==> config.mk <==
export PLATFORM = sky130hd
export DESIGN_NAME = dfmul_run_ctrl
export DESIGN_NICKNAME = d
export VERILOG_FILES = /design/src/rtl/dfmul_run_ctrl.sv
export SDC_FILE = /design/constraint.sdc
export NUM_CORES = 1
export LEC_CHECK = 0
export ABC_AREA = 1
export BUFFER_PORTS_ARGS = -buffer_cell sky130_fd_sc_hd__buf_2
export CAP_MARGIN = 25
export CORE_MARGIN = 5
export CORE_UTILIZATION = 53
export CTS_CLUSTER_DIAMETER = 80
export DETAILED_ROUTE_END_ITERATION = 6
export HOLD_SLACK_MARGIN = 0.15
export PLACE_DENSITY = 0.81
export SETUP_SLACK_MARGIN = 0.15
export SYNTH_ARGS = -nofsm -noshare
export SYNTH_HDL_FRONTEND = slang
export SYNTH_SLANG_ARGS = --single-unit
==> constraint.sdc <==
create_clock -name ap_clk -period 2.35 [get_ports ap_clk]
set_clock_uncertainty 0.2 [all_clocks]
set_input_delay 0.235 -clock ap_clk [delete_from_list [all_inputs] [get_ports ap_clk]]
set_output_delay 0.235 -clock ap_clk [all_outputs]
set_load 0.03 [all_outputs]
==> src/rtl/dfmul_run_ctrl.sv <==
// Run controller for the DFMUL self-test top: repeats the self-test, gathers statistics, and
// guards each run with a watchdog. Define DFMUL_RUNCTRL_ERRSUM_EN to build the err_total sum.
module dfmul_run_ctrl #(
   parameter int unsigned TIMEOUT_CYCLES = 4096,
   parameter int unsigned WD_W           = 13,
   parameter logic [31:0] EXPECTED       = 32'd0
) (
   input  logic        ap_clk,
   input  logic        ap_rst_n,
   input  logic        cmd_start,
   input  logic [7:0]  cmd_runs,
   output logic        dut_ap_start,
   input  logic        dut_ap_done,
   input  logic        dut_ap_ready,
   input  logic [31:0] dut_ap_return,
   output logic        busy,
   output logic        done,
   output logic        pass,
   output logic        timeout,
   output logic [7:0]  fail_runs,
   output logic [15:0] err_total,
   output logic [31:0] last_result
);

   typedef enum logic [1:0] {StIdle, StRun, StCheck, StFin} state_e;

   localparam logic [WD_W-1:0] WdLast = WD_W'(TIMEOUT_CYCLES - 1);

   state_e          state_q, state_d;
   logic [7:0]      runs_q, runs_d;
   logic [WD_W-1:0] wd_q, wd_d;
   logic            start_q, start_d;
   logic            busy_q, busy_d;
   logic            done_q, done_d;
   logic            pass_q, pass_d;
   logic            timeout_q, timeout_d;
   logic [7:0]      fail_q, fail_d;
   logic [31:0]     last_q, last_d;
   logic            stat_clr;
   logic            chk_en;

   // Ready always coincides with done, so done alone qualifies the capture.
   logic unused_ready;
   assign unused_ready = dut_ap_ready;

   always_comb begin
      state_d   = state_q;
      runs_d    = runs_q;
      wd_d      = wd_q;
      start_d   = 1'b0;
      busy_d    = 1'b0;
      done_d    = 1'b0;
      pass_d    = pass_q;
      timeout_d = timeout_q;
      fail_d    = fail_q;
      last_d    = last_q;
      stat_clr  = 1'b0;
      chk_en    = 1'b0;
      unique case (state_q)
         StIdle: begin
            if (cmd_start) begin
               busy_d = 1'b1;
               if (cmd_runs == 8'd0) begin
                  state_d = StFin;
                  done_d  = 1'b1;
                  pass_d  = 1'b1;
               end else begin
                  state_d   = StRun;
                  runs_d    = cmd_runs;
                  wd_d      = '0;
                  start_d   = 1'b1;
                  stat_clr  = 1'b1;
                  fail_d    = 8'd0;
                  last_d    = 32'd0;
                  timeout_d = 1'b0;
                  pass_d    = 1'b0;
               end
            end
         end
         StRun: begin
            busy_d = 1'b1;
            wd_d   = wd_q + 1'b1;
            if (dut_ap_done) begin
               last_d  = dut_ap_return;
               state_d = StCheck;
            end else if (wd_q == WdLast) begin
               timeout_d = 1'b1;
               pass_d    = 1'b0;
               done_d    = 1'b1;
               state_d   = StFin;
            end else begin
               start_d = 1'b1;
            end
         end
         StCheck: begin
            busy_d = 1'b1;
            chk_en = 1'b1;
            wd_d   = '0;
            runs_d = runs_q - 8'd1;
            if ((last_q != EXPECTED) && (fail_q != 8'hFF)) begin
               fail_d = fail_q + 8'd1;
            end
            if (runs_q == 8'd1) begin
               state_d = StFin;
               done_d  = 1'b1;
               pass_d  = (fail_d == 8'd0) && !timeout_q;
            end else begin
               state_d = StRun;
               start_d = 1'b1;
            end
         end
         StFin: begin
            state_d = StIdle;
         end
         default: begin
            state_d = StIdle;
         end
      endcase
   end

   always_ff @(posedge ap_clk or negedge ap_rst_n) begin
      if (!ap_rst_n) begin
         state_q   <= StIdle;
         runs_q    <= 8'd0;
         wd_q      <= '0;
         start_q   <= 1'b0;
         busy_q    <= 1'b0;
         done_q    <= 1'b0;
         pass_q    <= 1'b0;
         timeout_q <= 1'b0;
         fail_q    <= 8'd0;
         last_q    <= 32'd0;
      end else begin
         state_q   <= state_d;
         runs_q    <= runs_d;
         wd_q      <= wd_d;
         start_q   <= start_d;
         busy_q    <= busy_d;
         done_q    <= done_d;
         pass_q    <= pass_d;
         timeout_q <= timeout_d;
         fail_q    <= fail_d;
         last_q    <= last_d;
      end
   end

`ifdef DFMUL_RUNCTRL_ERRSUM_EN
   logic [15:0] err_q;
   logic [32:0] err_sum;

   // Widened so a full 32-bit result cannot wrap before the clamp.
   assign err_sum = 33'(err_q) + 33'(last_q);

   always_ff @(posedge ap_clk or negedge ap_rst_n) begin
      if (!ap_rst_n) begin
         err_q <= 16'd0;
      end else if (stat_clr) begin
         err_q <= 16'd0;
      end else if (chk_en) begin
         err_q <= (err_sum > 33'h0_0000_FFFF) ? 16'hFFFF : err_sum[15:0];
      end
   end

   assign err_total = err_q;
`else
   logic unused_err_ctrl;
   assign unused_err_ctrl = stat_clr ^ chk_en;
   assign err_total       = 16'd0;
`endif

   assign dut_ap_start = start_q;
   assign busy         = busy_q;
   assign done         = done_q;
   assign pass         = pass_q;
   assign timeout      = timeout_q;
   assign fail_runs    = fail_q;
   assign last_result  = last_q;

endmodule

==> impl_metrics.yaml, run 1 <==
worst_hold_path:
  hold_class: "input port to asynchronous set/reset pin"
detailed_routing:
  wl_mm: 10.4
  first_iter_violations: 246
  wl_per_cell_um: 14.2
  via_per_inst: 5.21
  firstDrtPassIters: 6
  drc: 0
  ant_nets: 0
  vias: 3815
synthesis:
  synth_fa_ha_area_share_pct: 2.57
  synthDominantCellAreaShare_pct: 43.7
  synth_top_cell_by_area: "dfrtp_1"
  dominantRegCellSynth: "dfrtp_1"
  ys_types: 46
  synth_compound_area_share_pct: 14.0
  syn_inst: 491
  syn_area_per_cell_um2: 7.92
  synthSimpleGateAreaFrac_pct: 28.9
  synth.area.top_cells: "dfrtp_1 (44%), nand2_1 (11%), o21ai_0 (6.7%)"
  ys_seq_area_share_pct: 43.7
  syn_area_um2: 3890
  ys_ff_latch: 68
  synthMuxAreaShare_pct: 0
  synth_async_sr_flop_share_pct: 100
  synth-edff-count: 0
  yosysWarnings: 0
  synth_top_family_by_area: "simple AND/OR/NAND/NOR gates"
  yosys.area_share.xor_xnor_pct: 1.58
layout:
  n_antenna_cell: 0
  nets: 681
  final_cell_mix: "nand2_1 (113), buf_2 (88), dfrtp_1 (68), nor2_1 (53), o21ai_0 (52)"
  area_growth_pct: 29.9
  drive_gt1_share_pct: 24.5
  multi_input_area_um2: 1930
  mostFrequentLayoutCell: "nand2_1"
  fill_cells: 576
  final_area_um2: 5050
  area.sequential_um2: 1700
cts:
  cts.htree.levels: 3
  cts_tree: "done"
  cts.path.max_buffers: 2
  cts.sink_count: 68
  cts.clk_slew.worst_paths_ps: 80
  cts_buffers: 9
  clock_latency_ps: 340
  cts_root_buf: "clkbuf_8"
global_routing:
  grt_usage_pct: 24.1
  gr-total-overflow: 0
  grt-busiest-layer: "met2"
  grt_max_degree: 69
  grt.met1_usage_pct: 31.5
  grt_pass1_vias: 3728
  met3_usage_pct: 4.97
  grt_pass1_wl_mm: 17.4
  antenna_found_initial: 0
  grt_use_met2_pct: 38.9
setup_path:
  critPathRequiredTime_ps: 2380
  crit_path_end_kind: "flop"
  r2r_slack_ps: 320
  worstSetupStartpointType: "flop"
  arrival_ps: 2060
  criticalPathCategory: "flop to flop"
  path_max_fanout: 6
power_and_ir_drop:
  p_per_area_nw_per_um2: 1130
  combPwrFrac_pct: 53.8
  p_int_mw: 2.91
  power_leakage_nw: 2.60
  swShare_pct: 49.3
  switching_power_mw: 2.82
  clkPwrFrac_pct: 15.8
  vdd_drop_max_mv: 0.713
  p_total_mw: 5.73
  seqPwrFrac_pct: 30.5
floorplan:
  fp.coreArea_um2: 7210
  row_count: 31
  die-width_um: 95.7
  die_h_um: 95.7
  initial_core_util_pct: 53.9
  die-area_um2: 9150
  pin_count: 106
place:
  port_buffers: 88
  place_hpwl_mm: 6.73
  placed_area_um2: 4370
  gp_congestion: 0.881
timing:
  fin_setup_tns_ps: 0
  rsz0062_at_grt: "no"
  hold_viol: 0
  fin_crit_sh_pct: 86.3
  drv_slew: 0
  fmaxAchievable_ghz: 0.493
  period_needed_ps: 2030
  setup-violations-final: 0
job:
  max_cap_violations: 0
status:
  outcome: "finished, final reports clean"
## synth_stat cells (2+ instances only)
cell and count:
a21oi_1 15, a22o_1 2, a31oi_1 3, buf_1 3, buf_2 5, buf_4 16, buf_6 3, clkbuf_1 4
dfrtp_1 68, ha_1 8, inv_1 31, inv_2 7, nand2_1 113, nand2_2 4, nand2_4 2, nand3_1 41
nand4_1 4, nor2_1 57, nor2_2 3, nor2_4 8, nor3_1 5, nor4_1 2, o211ai_1 2, o21ai_0 52
o21ai_1 6, o21ai_4 2, xor2_1 6
## worst max-delay path, cell delays in order (launching register included)
cell,delay (ps)
dfrtp_1,420
inv_2,110
ha_4,170
buf_4,150
nand2_4,60
nor2_4,160
a21oi_4,80
nor2_4,130
nand2_2,80
nor2_4,160
nand3_1,90
nand2_1,60
nor2_1,40
## worst paths after layout
kind | from | to | depth (start not counted)
hold reg to reg | wd_q[6] | wd_q[6] | 1
min in group ap_clk | wd_q[6] | wd_q[6] | 1
setup / recovery | state_q[0] | wd_q[12] | 12
max in group asynchronous | ap_rst_n | fail_runs[6] | 3
hold / removal | ap_rst_n | wd_q[11] | 3
setup reg to reg | state_q[0] | wd_q[12] | 12
## cells by family after synthesis
family / count (synthesis)
AO/OA/AOI/OAI: 92
buffers and inverters: 70
AND/OR/NAND/NOR: 245
XOR/XNOR: 7
other: 1
adder cells (fa/ha/maj): 8
flip-flops: 68
## repair_timing
item,CTS,global route
hold endpoints to repair,114,0
setup buffers,0,3
resized for setup,1,9
gates cloned,1,0
setup endpoints to repair,32,55
hold buffers,43,0
pin swaps,1,0
## per-stage QoR
stage | setup WS [ps] | utilization (%) | hold slack, ps | instances
6_report | 322 | 70.0 | 233 | 732
5_1_grt | 135 | 70.0 | 270 | 732
4_1_cts | 151 | 69.3 | 247 | 729
3_5_place_dp | 19.8 | 60.6 | 86.3 | 669
3_3_place_gp | 152 | 60.6 | 84.5 | 669
2_1_floorplan | 397 | - | -261 | 506
## power by group through the flow
stage | logic, mW | clock network, mW | registers (mW)
floorplan | 1.84 | 0 | 2.06
global placement | 2.75 | 0 | 1.74
detailed placement | 2.84 | 0 | 1.75
CTS | 2.94 | 0.919 | 1.73
global route | 3.43 | 0.971 | 1.79
finish | 3.08 | 0.904 | 1.75
## layer usage
layer | wire [µm] | share of wire (%) | vias up
met5 | 0 | 0 | -
met4 | 202 | 1.9 | 0
li1 | - | - | 1862
met1 | 4450 | 43 | 1775
met3 | 696 | 6.7 | 22
met2 | 5080 | 49 | 156
## state kept, by name, summed over array words and instances, names as in the netlist
name and count:
timeout 1, fail_runs 8, wd_q 13, busy 1, runs_q 8, dut_ap_start 1
last_result 32, pass 1, state_q 2, done 1
## final cells by class
type                       instances  area share (%)
sequential                        68            33.7
tap                               99            2.45
clock inverter                     5           0.718
inverter                          39            2.97
clock buffer                      11            3.00
multi-input combinational        369            38.1
timing repair buffer             141            19.0
Power figures use the tool's default switching activity.
==> inputs of run 2 (changes only) <==
--- a/config.mk
+++ b/config.mk
@@ -9,12 +9,12 @@
 export BUFFER_PORTS_ARGS = -buffer_cell sky130_fd_sc_hd__buf_2
 export CAP_MARGIN = 25
 export CORE_MARGIN = 5
-export CORE_UTILIZATION = 53
+export CORE_UTILIZATION = 55
+export CTS_BUF_LIST = sky130_fd_sc_hd__clkbuf_4
 export CTS_CLUSTER_DIAMETER = 80
 export DETAILED_ROUTE_END_ITERATION = 6
 export HOLD_SLACK_MARGIN = 0.15
-export PLACE_DENSITY = 0.81
-export SETUP_SLACK_MARGIN = 0.15
+export PLACE_DENSITY = 0.83
 export SYNTH_ARGS = -nofsm -noshare
 export SYNTH_HDL_FRONTEND = slang
 export SYNTH_SLANG_ARGS = --single-unit
==> impl_metrics.yaml, run 2 (synthesis gave the netlist of run 1 again) <==
global_routing:
  grt_max_degree: 45
  antenna_found_initial: 0
  grt_pass1_wl_mm: 17.3
  gr-total-overflow: 0
  grt_pass1_vias: 3792
  grt_usage_pct: 24.5
power_and_ir_drop:
  vdd_drop_max_mv: 0.616
  combPwrFrac_pct: 54.6
  p_total_mw: 5.52
  p_int_mw: 2.75
  switching_power_mw: 2.77
  swShare_pct: 50.1
  clkPwrFrac_pct: 13.8
  p_per_area_nw_per_um2: 1110
  power_leakage_nw: 2.58
  seqPwrFrac_pct: 31.6
layout:
  mostFrequentLayoutCell: "nand2_1"
  largest_reg_flops: 32
  area_growth_pct: 27.9
  final_area_um2: 4970
  post-route-util_pct: 72.8
  nets: 679
  drive_gt1_share_pct: 23.0
  n_antenna_cell: 0
  fill_cells: 525
  final_cell_mix: "nand2_1 (113), buf_2 (88), dfrtp_1 (68), nor2_1 (56), o21ai_0 (52)"
timing:
  fin_crit_sh_pct: 91.1
  hold_viol: 0
  relSlewSlack_pct: 59.5
  drv_slew: 0
  worst_pin_slew_ps: 607
  rsz0062_at_grt: "no"
  fmaxAchievable_ghz: 0.467
  period_needed_ps: 2140
  fin_ws_ps: 208
  setup-violations-final: 0
  fin_setup_tns_ps: 0
worst_hold_path:
  hold_class: "input port to asynchronous set/reset pin"
setup_path:
  worstSetupStartpointType: "flop"
  path_max_fanout: 15
  arrival_ps: 2290
  criticalPathCategory: "flop to flop"
  critPathRequiredTime_ps: 2500
  crit_path_end_kind: "flop"
detailed_routing:
  wl_per_cell_um: 14.3
  firstDrtPassIters: 5
  via_per_inst: 5.32
  drc: 0
  first_iter_violations: 261
  ant_nets: 0
  wl_mm: 10.4
  vias: 3868
cts:
  cts.htree.levels: 3
  cts_buffers: 9
  cts.path.max_buffers: 2
  cts.sink_count: 68
  cts.clk_slew.worst_paths_ps: 120
  clock_latency_ps: 430
  cts_root_buf: "clkbuf_4"
  cts_tree: "done"
floorplan:
  initial_core_util_pct: 56.9
  die-width_um: 94.1
  fp.coreArea_um2: 6830
  die_h_um: 94.1
  row_count: 30
  die-area_um2: 8850
  pin_count: 106
job:
  max_cap_violations: 0
place:
  dp_slack_ps: 93.1
  port_buffers: 88
  placed_area_um2: 4400
  gp_congestion: 0.878
  place_hpwl_mm: 6.67
status:
  outcome: "finished, final reports clean"
-- run 2: cell type report --
type / count / area, µm² / area share [%]
flip-flops and latches: 68 / 1700 / 34.2
multi-input cells: 368 / 1910 / 38.3
clock buffers: 9 / 67.6 / 1.36
repair buffers: 140 / 963 / 19.4
well taps: 96 / 120 / 2.42
inverters: 39 / 146 / 2.94
clock inverters: 7 / 67.6 / 1.36
-- run 2: timing repair --
| item | CTS | global route |
|---|---|---|
| resized for setup | 0 | 2 |
| hold endpoints to repair | 115 | 0 |
| hold buffers | 43 | 0 |
| buffers inserted | 0 | 0 |
| endpoints found under the setup margin | 0 | 33 |
-- run 2: metal layers --
layer | share of wire, % | GRT usage [%] | up-vias
met1 | 41 | 30.7 | 1805
met2 | 49 | 40.6 | 174
li1 | - | - | 1865
met3 | 7.6 | 5.77 | 24
met4 | 2.7 | 10.5 | 0
met5 | 0 | 0 | -
-- run 2: final timing paths --
check                           start              end  slack, ps  cells after the start
setup / recovery           state_q[0]        runs_q[3]        210                     10
hold / removal               ap_rst_n         wd_q[10]        150                      2
setup reg to reg           state_q[0]        runs_q[3]        210                     10
hold reg to reg               wd_q[0]          wd_q[0]        310                      1
max in group asynchronous    ap_rst_n  last_result[21]       1170                      3
min in group ap_clk           wd_q[0]          wd_q[0]        310                      1
-- run 2: through the flow --
stage,hold slack (ps),instances
6_report,146,727
5_1_grt,197,727
3_3_place_gp,74.7,668
2_1_floorplan,-261,506
4_1_cts,163,727
3_5_place_dp,80.2,668
-- run 2: worst max-delay path: stages, from the launching register on --
cell and delay, ps:
dfrtp_1 440, inv_1 120, ha_2 290, nand2_4 80, nor2_4 150, inv_1 100, o21ai_4 170, inv_2 170
nor2_2 140, nor2_1 50, a31oi_1 150
-- run 2: power by group through the flow --
| stage | combinational [mW] | clock (mW) | sequential, mW |
|---|---|---|---|
| floorplan | 1.84 | 0 | 2.06 |
| detailed placement | 2.89 | 0 | 1.76 |
| global placement | 2.81 | 0 | 1.74 |
| CTS | 2.96 | 0.766 | 1.74 |
| global route | 3.33 | 0.823 | 1.79 |
| finish | 3.01 | 0.762 | 1.75 |
==> inputs of run 3 (changes only) <==
==> config.mk (replaced) <==
export PLATFORM = sky130hd
export DESIGN_NAME = dfmul_run_ctrl
export DESIGN_NICKNAME = d
export VERILOG_FILES = /design/src/rtl/dfmul_run_ctrl.sv
export SDC_FILE = /design/constraint.sdc
export NUM_CORES = 1
export LEC_CHECK = 0
export ABC_AREA = 1
export CAP_MARGIN = 25
export CORE_MARGIN = 5
export CORE_UTILIZATION = 66
export CTS_BUF_LIST = sky130_fd_sc_hd__clkbuf_4
export CTS_CLUSTER_DIAMETER = 80
export DETAILED_ROUTE_END_ITERATION = 6
export DONT_BUFFER_PORTS = 1
export HOLD_SLACK_MARGIN = 0.15
export PLACE_DENSITY = 0.82
export SYNTH_ARGS = -nofsm -noshare
export SYNTH_HDL_FRONTEND = slang
export SYNTH_SLANG_ARGS = --single-unit
==> impl_metrics.yaml, run 3 (synthesis gave the netlist of run 1 again) <==
status:
  outcome: "finished, final reports clean"
detailed_routing:
  via_per_inst: 5.75
  wl_per_cell_um: 15.9
  ant_nets: 0
  firstDrtPassIters: 6
  drc: 0
  wl_mm: 10.2
  first_iter_violations: 284
  vias: 3676
setup_path:
  path_max_fanout: 32
  criticalPathCategory: "flop to flop"
  worstSetupStartpointType: "flop"
  crit_path_end_kind: "flop"
  critPathRequiredTime_ps: 2490
  arrival_ps: 2280
floorplan:
  die-area_um2: 7530
  fp.coreArea_um2: 5820
  row_count: 28
  initial_core_util_pct: 66.9
  die-width_um: 86.8
  pin_count: 106
  die_h_um: 86.8
power_and_ir_drop:
  p_total_mw: 5.37
  p_per_area_nw_per_um2: 1160
  power_leakage_nw: 2.28
  vdd_drop_max_mv: 0.832
cts:
  cts.sink_count: 68
  cts_root_buf: "clkbuf_4"
  cts.path.max_buffers: 2
  clock_latency_ps: 410
  cts_buffers: 9
  cts_tree: "done"
  cts.clk_slew.worst_paths_ps: 120
  cts.htree.levels: 3
timing:
  rsz0062_at_grt: "no"
  period_needed_ps: 2140
  worst_pin_slew_ps: 582
  fmaxAchievable_ghz: 0.467
  relSlewSlack_pct: 61.1
  hold_viol: 0
  drv_slew: 0
  holdWs_ps: 147
  setup-violations-final: 0
  fin_setup_tns_ps: 0
  fin_crit_sh_pct: 91.2
worst_hold_path:
  hold_class: "input port to asynchronous set/reset pin"
global_routing:
  gr-total-overflow: 0
  grt_pass1_wl_mm: 16.6
  antenna_found_initial: 0
  grt_usage_pct: 27.9
  grt_pass1_vias: 3641
  grt_max_degree: 69
layout:
  mostFrequentLayoutCell: "nand2_1"
  nets: 612
  area_growth_pct: 19.1
  n_antenna_cell: 0
  drive_gt1_share_pct: 14.0
  final_cell_mix: "nand2_1 (113), dfrtp_1 (68), nor2_1 (56), o21ai_0 (52), dlygate4sd3_1 (43)"
  largest_reg_flops: 32
place:
  port_buffers: 0
  gp_congestion: 0.863
  place_hpwl_mm: 6.43
job:
  max_cap_violations: 0
-- run 3: cell types whose count changed in the layout (fill, tap and decap cells not counted), sizes merged --
| cell | change |
|---|---|
| buf | -67 |
| clkbuf | +1 |
| bufinv | -1 |
-- run 3: area by class of cell --
class                           count  area (µm²)
Clock buffer                       10        75.1
Clock inverter                      6        31.3
Fill cell                         398        1180
Inverter                           39         146
Multi-Input combinational cell    368        1910
Sequential cell                    68        1700
Tap cell                           75        93.8
Timing Repair Buffer               73         676
-- run 3: worst max-delay path: stages, from the launching register on --
cell	delay, ps
dfrtp_1	430
inv_1	160
ha_4	240
inv_2	80
nor2_1	110
inv_2	70
nand2_2	80
inv_2	60
nand2_4	70
buf_4	300
o21ai_0	180
nand2_1	110
-- run 3: metal layers --
layer / up-vias / track usage [%] / part of all wire [%]
li1: 1731 / - / -
met1: 1725 / 34.0 / 39
met2: 181 / 46.6 / 49
met3: 39 / 6.37 / 7.9
met4: 0 / 13.3 / 3.6
met5: - / 0 / 0
-- run 3: what timing repair did --
item,CTS,global route
hold buffers,44,0
setup buffers,0,3
endpoints found under the setup margin,0,34
endpoints found under the hold margin,118,0
resized for setup,0,2
-- run 3: path summary, 6_finish.rpt --
kind	from	to	slack [ps]	depth (start not counted)
worst max-delay path	state_q[0]	last_result[28]	210	11
min in group ap_clk	dut_ap_return[3]	last_result[3]	300	3
worst min-delay path	ap_rst_n	last_result[3]	150	2
worst min register to register	wd_q[0]	wd_q[0]	310	1
worst max register to register	state_q[0]	last_result[28]	210	11
max in group asynchronous	ap_rst_n	state_q[0]	1510	2
-- run 3: report_power, final --
part | leakage, nW | internal (mW) | switching [mW]
logic | 1.32 | 0.921 | 1.89
registers | 0.903 | 1.48 | 0.441
clock network | 0.0634 | 0.219 | 0.414
total | 2.28 | 2.62 | 2.75
-- run 3: stage by stage --
stage                     util [%]  setup WS [ps]  instance area [µm²]  instances
final                         79.6            208                 4630        639
after global routing          79.6           46.4                 4630        639
after CTS                     79.0           10.4                 4600        636
after detailed placement      69.3           44.1                 4030        576
after global placement        69.3            177                 4030        576
after floorplan                  -            397                 3950        506
